**config.mk**
```make
export PLATFORM = sky130hd
export DESIGN_NAME = sram_like_arb_bridge
export DESIGN_NICKNAME = d
export VERILOG_FILES = /design/src/rtl/sram_like_pkg.sv /design/src/rtl/rr_arbiter.sv /design/src/rtl/sram_like_arb_bridge.sv
export SDC_FILE = /design/constraint.sdc
export NUM_CORES = 1
export LEC_CHECK = 0
export ABC_AREA = 1
export BUFFER_PORTS_ARGS = -buffer_cell sky130_fd_sc_hd__buf_2
export CAP_MARGIN = 0
export CORE_ASPECT_RATIO = 0.8
export CORE_MARGIN = 10
export CORE_UTILIZATION = 41
export DETAILED_ROUTE_END_ITERATION = 16
export MAX_ROUTING_LAYER = met4
export PLACE_DENSITY = 0.76
export SYNTH_ARGS = -nofsm -noshare
export SYNTH_HDL_FRONTEND = slang
export SYNTH_SLANG_ARGS = --single-unit
```
**constraint.sdc**
```tcl
create_clock -name clk -period 1.6 [get_ports clk]
set_input_delay 0.08 -clock clk [delete_from_list [all_inputs] [get_ports clk]]
set_output_delay 0.08 -clock clk [all_outputs]
set_load 0.02 [all_outputs]
```
**src/rtl/sram_like_pkg.sv**
```systemverilog
// Shared types and constants for the sram-like arbitration bridge.
package sram_like_pkg;

  // Bridge transfer states
  typedef enum logic [1:0] {
    ST_IDLE = 2'd0,
    ST_ADDR = 2'd1,
    ST_DATA = 2'd2
  } state_e;

  // sram-like transfer size encodings
  localparam logic [1:0] SIZE_BYTE = 2'b00;
  localparam logic [1:0] SIZE_HALF = 2'b01;
  localparam logic [1:0] SIZE_WORD = 2'b10;

  // Arbitration modes
  localparam int ARB_FIXED = 0;
  localparam int ARB_RR    = 1;

  // Byte-enable pattern to transfer size; reads (0000) and odd patterns are word sized
  function automatic logic [1:0] decode_size(input logic [3:0] we);
    logic [1:0] size;
    case (we)
      4'b0011, 4'b1100:                   size = SIZE_HALF;
      4'b0001, 4'b0010, 4'b0100, 4'b1000: size = SIZE_BYTE;
      default:                            size = SIZE_WORD;
    endcase
    return size;
  endfunction

  // Address not naturally aligned for the given size
  function automatic logic misaligned(input logic [1:0] size, input logic [1:0] addr_lo);
    return ((size == SIZE_WORD) && (addr_lo != 2'b00)) ||
           ((size == SIZE_HALF) && addr_lo[0]);
  endfunction

endpackage

```
**src/rtl/rr_arbiter.sv**
```systemverilog
// Request arbiter: fixed priority (lowest index) or round-robin, one-hot grant.
module rr_arbiter
  import sram_like_pkg::*;
#(
  parameter int NUM_CH   = 2,
  parameter int ARB_MODE = ARB_RR,
  localparam int IDX_W   = (NUM_CH > 1) ? $clog2(NUM_CH) : 1
) (
  input  logic              clk,
  input  logic              areset,
  input  logic [NUM_CH-1:0] req,
  input  logic              advance,
  output logic [NUM_CH-1:0] grant
);

  logic [IDX_W-1:0] ptr_reg;
  logic [IDX_W-1:0] grant_idx;

  // Search the request vector, starting after the last winner in round-robin mode
  always_comb begin
    logic             found;
    logic [IDX_W-1:0] cand;
    grant     = '0;
    grant_idx = '0;
    found     = 1'b0;
    cand      = '0;
    for (int k = 0; k < NUM_CH; k++) begin
      if (ARB_MODE == ARB_FIXED) begin
        cand = IDX_W'(k);
      end else begin
        cand = IDX_W'((int'(ptr_reg) + 1 + k) % NUM_CH);
      end
      if (!found && req[cand]) begin
        found           = 1'b1;
        grant[cand]     = 1'b1;
        grant_idx       = cand;
      end
    end
  end

  // Remember the last granted index; it only moves when a grant is taken
  always_ff @(posedge clk) begin
    if (!areset) begin
      ptr_reg <= IDX_W'(NUM_CH - 1);
    end else if (advance && (|req)) begin
      ptr_reg <= grant_idx;
    end
  end

endmodule

```
**src/rtl/sram_like_arb_bridge.sv**
```systemverilog
// Multi-channel SRAM-style CPU ports arbitrated onto one sram-like master.
module sram_like_arb_bridge
  import sram_like_pkg::*;
#(
  parameter int NUM_CH   = 2,
  parameter int ARB_MODE = ARB_RR
) (
  input  logic                   clk,
  input  logic                   areset,
  input  logic [NUM_CH-1:0]      s_en,
  input  logic [4*NUM_CH-1:0]    s_we,
  input  logic [32*NUM_CH-1:0]   s_addr,
  input  logic [32*NUM_CH-1:0]   s_wdata,
  output logic [32*NUM_CH-1:0]   s_rdata,
  output logic [NUM_CH-1:0]      stall,
  output logic [NUM_CH-1:0]      addr_exc,
  input  logic                   pipelineStall,
  output logic                   sl_req,
  output logic                   sl_wr,
  output logic [1:0]             sl_size,
  output logic [31:0]            sl_addr,
  output logic [31:0]            sl_wdata,
  input  logic [31:0]            sl_rdata,
  input  logic                   sl_addr_ok,
  input  logic                   sl_data_ok
);

  state_e            state_reg, state_next;
  logic [NUM_CH-1:0] requesting;
  logic [NUM_CH-1:0] grant;
  logic [NUM_CH-1:0] gnt_oh_reg;
  logic              take_grant;
  logic              capture;

  logic [3:0]        we_reg;
  logic [31:0]       addr_reg;
  logic [31:0]       wdata_reg;
  logic [1:0]        size_reg;

  logic [3:0]        sel_we;
  logic [31:0]       sel_addr;
  logic [31:0]       sel_wdata;

  // Per-channel decode, served flag and read-data holding register
  for (genvar gi = 0; gi < NUM_CH; gi++) begin : g_ch
    logic [1:0]  size_dec;
    logic        served_reg;
    logic [31:0] rdata_reg;

    assign size_dec       = decode_size(s_we[gi*4 +: 4]);
    assign addr_exc[gi]   = s_en[gi] & misaligned(size_dec, s_addr[gi*32 +: 2]);
    assign requesting[gi] = s_en[gi] & ~addr_exc[gi] & ~served_reg;
    assign s_rdata[gi*32 +: 32] = rdata_reg;

    // Capture returned data for the granted channel; served holds until the pipeline moves
    always_ff @(posedge clk) begin
      if (!areset) begin
        served_reg <= 1'b0;
        rdata_reg  <= '0;
      end else if (capture && gnt_oh_reg[gi]) begin
        served_reg <= 1'b1;
        rdata_reg  <= sl_rdata;
      end else if (served_reg && !pipelineStall) begin
        served_reg <= 1'b0;
      end
    end
  end

  // Hold every CPU channel while reset is asserted
  assign stall = areset ? requesting : {NUM_CH{1'b1}};

  rr_arbiter #(
    .NUM_CH   (NUM_CH),
    .ARB_MODE (ARB_MODE)
  ) u_arb (
    .clk     (clk),
    .areset  (areset),
    .req     (requesting),
    .advance (take_grant),
    .grant   (grant)
  );

  // Mux the winning channel's request fields
  always_comb begin
    sel_we    = '0;
    sel_addr  = '0;
    sel_wdata = '0;
    for (int i = 0; i < NUM_CH; i++) begin
      if (grant[i]) begin
        sel_we    = s_we[i*4 +: 4];
        sel_addr  = s_addr[i*32 +: 32];
        sel_wdata = s_wdata[i*32 +: 32];
      end
    end
  end

  // Next-state and handshake decode; responses in IDLE are ignored
  always_comb begin
    state_next = state_reg;
    take_grant = 1'b0;
    capture    = 1'b0;
    case (state_reg)
      ST_IDLE: begin
        if (|requesting) begin
          take_grant = 1'b1;
          state_next = ST_ADDR;
        end
      end
      ST_ADDR: begin
        if (sl_data_ok) begin
          capture    = 1'b1;
          state_next = ST_IDLE;
        end else if (sl_addr_ok) begin
          state_next = ST_DATA;
        end
      end
      ST_DATA: begin
        if (sl_data_ok) begin
          capture    = 1'b1;
          state_next = ST_IDLE;
        end
      end
      default: state_next = ST_IDLE;
    endcase
  end

  // State register; reset abandons any transfer in flight
  always_ff @(posedge clk) begin
    if (!areset) begin
      state_reg <= ST_IDLE;
    end else begin
      state_reg <= state_next;
    end
  end

  // Latch the granted request so later channel input changes cannot disturb it
  always_ff @(posedge clk) begin
    if (!areset) begin
      we_reg     <= '0;
      addr_reg   <= '0;
      wdata_reg  <= '0;
      size_reg   <= SIZE_BYTE;
      gnt_oh_reg <= '0;
    end else if (take_grant) begin
      we_reg     <= sel_we;
      addr_reg   <= sel_addr;
      wdata_reg  <= sel_wdata;
      size_reg   <= decode_size(sel_we);
      gnt_oh_reg <= grant;
    end
  end

  assign sl_req   = (state_reg == ST_ADDR);
  assign sl_wr    = |we_reg;
  assign sl_size  = size_reg;
  assign sl_addr  = addr_reg;
  assign sl_wdata = wdata_reg;

endmodule
```
==> metrics <==
Non-Filler Cell Area, Final 11200 um2; Post-DP Area 7910 um2; top_reg_cell synth sky130_fd_sc_hd__dfxtp_1; Seq/Total Area, Yosys 46.5%; area of the core 14400 um2; post-route worst setup slack -0.195 ns; Crit Reg-Reg Startpoint g_ch[0].served_reg$_SDFFE_PN0P_; VDD IR max 0.826 mV; Final min period 1.79 ns; area of the die 20100 um2; Detailed Place HPWL 15600 um; Power Internal 8610 uW; slew at the pin closest to its max-slew limit 0.451 ns; Psw 4890 uW; number of library cell types mapped by synthesis 26; kind of cell adding the most delay to the critical path simple AND/OR/NAND/NOR gates; outcome finished, violations left; Data required, critical path 1.91 ns; final clock period utilization by the worst path 112%; number of optimization iterations in the first detailed-route pass 5; sink count of the clock tree 141; Synth area leaders sky130_fd_sc_hd__dfxtp_1, sky130_fd_sc_hd__nand2_1, sky130_fd_sc_hd__inv_1, sky130_fd_sc_hd__a21oi_1, sky130_fd_sc_hd__o21ai_0; vias in the first global route 8037; flip-flop count of the largest register, all copies and words added 64; maxcap violations 0; data arrival time of the worst path 2.10 ns; Comb power frac 36.7%; sequential share of power 31.9%; leakage dissipation 0.00572 uW; average via count per standard cell 5.21; Ys Warns 0; CTS tree yes; total I/O pin count 311; most area-hungry cell type in the Yosys netlist sky130_fd_sc_hd__dfxtp_1; initial drt markers 685; buffers and inverters on the worst path 4; clock-pin slew on the worst setup and hold paths 0.06 ns; timing-limited maximum frequency 557 MHz; fraction of post-synthesis cell area in the top cell type by area 46.5%; cell at the root of the clock tree sky130_fd_sc_hd__clkbuf_16; setup repair after global routing missed its margin true; Critical Path Slowest Stage Cell sky130_fd_sc_hd__dfxtp_2; share of final-layout standard cells stronger than drive strength 1 41.3%; flop and latch count out of synthesis 141; GRT Total Usage 27.5%; overall overflow remaining after global route 0; floorplan row count 39; number of max-slew violations in the final report 0; first-pass GRT wire length 42800 um; Vias 8051; maximum clock insertion buffer count 2; number of antenna violations at the first check in global routing 5; worst setup path class reg -> reg; die extent in x 156 um; count of final setup violators 66; pin count of the biggest net entering global routing 99; routability cong. 0.828; total standard cell area after synthesis 6070 um2; highest fanout seen on the critical path 7; delay of the slowest cell on the worst path 0.33 ns; Final Hold Violating Endpoints 0; htree depth 4; number of flops mapped to enable cells by yosys 0; effective utilization at floorplan 42.2%; type of the worst min-delay path in -> reg; cell-by-cell trace of the critical path nor2_2 -> nand3_2 -> buf_6 -> o21ai_4 -> nor2_4 -> buf_12 -> buf_12 -> nand2_1 -> nand3_2 -> nand2_1 -> inv_1; total power divided by cell area 1200 nW/um2; TritonCTS buffer count 17; later-pin clock latency in the skew report 0.42 ns; Synth Net Count 1023; Post-Synthesis Cells 844; Routed Wire Length 32000 um; post-synthesis average cell area 7.20 um2; element type at the critical path end flip-flop; Syn-to-layout area delta 84.5%; cell with the most instances after synthesis sky130_fd_sc_hd__nand2_1; IO buf count 310; type of origin of the critical path flip-flop; relative contribution of the clock network to total power 31.4%; count of unresolved DRC violations after routing 0; sum of negative setup slack -5.39 ns; number of nets in the layout 1521; Synth async-reset ratio 0%; relative slew slack 69.9%; Switching Share 36.2%; Routed WL per cell 20.7 um; start point of the worst hold path s_we[4]; cell types with the highest counts after synthesis sky130_fd_sc_hd__nand2_1, sky130_fd_sc_hd__dfxtp_1, sky130_fd_sc_hd__inv_1; CP startpoint g_ch[0].served_reg$_SDFFE_PN0P_; floorplan die height 129 um; worst clock skew 0.00943 ns; number of nets with antenna violations after detailed routing 0; failing checks setup timing
tightest hold or removal path: cells and delay by family:
family | cells | cell delay (ns)
and+or+nand+nor | 2 | 0.11
buffers and inverters | 2 | 0.16
AOI/OAI and AO/OA | 1 | 0.06
path summary, 6_finish.rpt:
path | slack [ns] | cells after the start | endpoint
worst min-delay path | 0.03 | 5 | we_reg[0]$_SDFFE_PN0P_
worst max register to register | -0.19 | 11 | sl_addr[7]$_SDFFE_PN0P_
worst max-delay path | -0.19 | 11 | sl_addr[7]$_SDFFE_PN0P_
worst min register to register | 0.44 | 2 | g_ch[0].rdata_reg[7]$_SDFFE_PN0P_
power groups by stage:
stage          logic [uW]  clock network (uW)  registers (uW)
2_1_floorplan        1570                   0            4840
3_3_place_gp         3320                   0            4310
3_5_place_dp         3370                   0            4320
4_1_cts              3970                4260            4260
5_1_grt              5250                4430            4350
6_report             4950                4240            4310
logic make-up (layout without fill, tap and decap cells):
| kind of cell | after synthesis | after routing | synth area share, % |
|---|---|---|---|
| buffers and inverters | 177 | 688 | 12.5 |
| and+or+nand+nor | 336 | 336 | 24.0 |
| adders and majority gates | 4 | 4 | 0.824 |
| AOI/OAI and AO/OA | 186 | 186 | 16.2 |
| other | 0 | 6 | 0 |
| DFF | 141 | 141 | 46.5 |
area by class of cell:
type,instances,area [um2]
fill,883,3190
multi-input combinational,526,3040
tap,184,230
inverter,127,482
clock inverter,13,179
antenna,6,15.0
clock buffer,19,453
sequential,141,2830
timing repair buffer,529,3990
timing repair:
| item | in CTS | in global routing |
|---|---|---|
| pin swaps | 9 | 30 |
| endpoints found under the setup margin | 63 | 89 |
| gates resized for setup | 39 | 134 |
| setup buffers | 15 | 7 |
| hold buffers | 158 | 0 |
| gates cloned | 4 | 8 |
| hold endpoints to repair | 125 | 0 |
per-stage QoR:
step	std cells	hold slack, ns	setup slack (ns)	total power [uW]	util (%)
floorplan	844	0.227	0.0511	6410	-
global placement	1317	0.337	-0.0687	7630	54.9
detailed placement	1317	0.349	-0.108	7690	54.9
CTS	1525	0.0364	-0.0782	12500	73.1
global route	1544	0.0440	-0.255	14000	77.8
finish	1545	0.0307	-0.195	13500	77.9
placed cells by master (no fill, tap or decap), drive strengths merged:
cell type and instances:
buf 364, nand2 272, dlygate4sd3 158, dfxtp 141, inv 133, a21oi 75
o21ai 75, nand3 40, a31oi 34, clkbuf 26, nor2 19, diode 6
ha 4, clkinvlp 3, bufinv 3, or2 2, nand4 2, a211oi 1
o211ai 1, nor3 1, clkinv 1
routing by layer:
layer / GRT usage, % / share of wire [%]
met1: 27.5 / 34
met2: 46.6 / 49
met3: 11.2 / 11
met4: 12.4 / 5.5
met5: - / 0
Note: power is estimated with default switching activity, not from simulation.
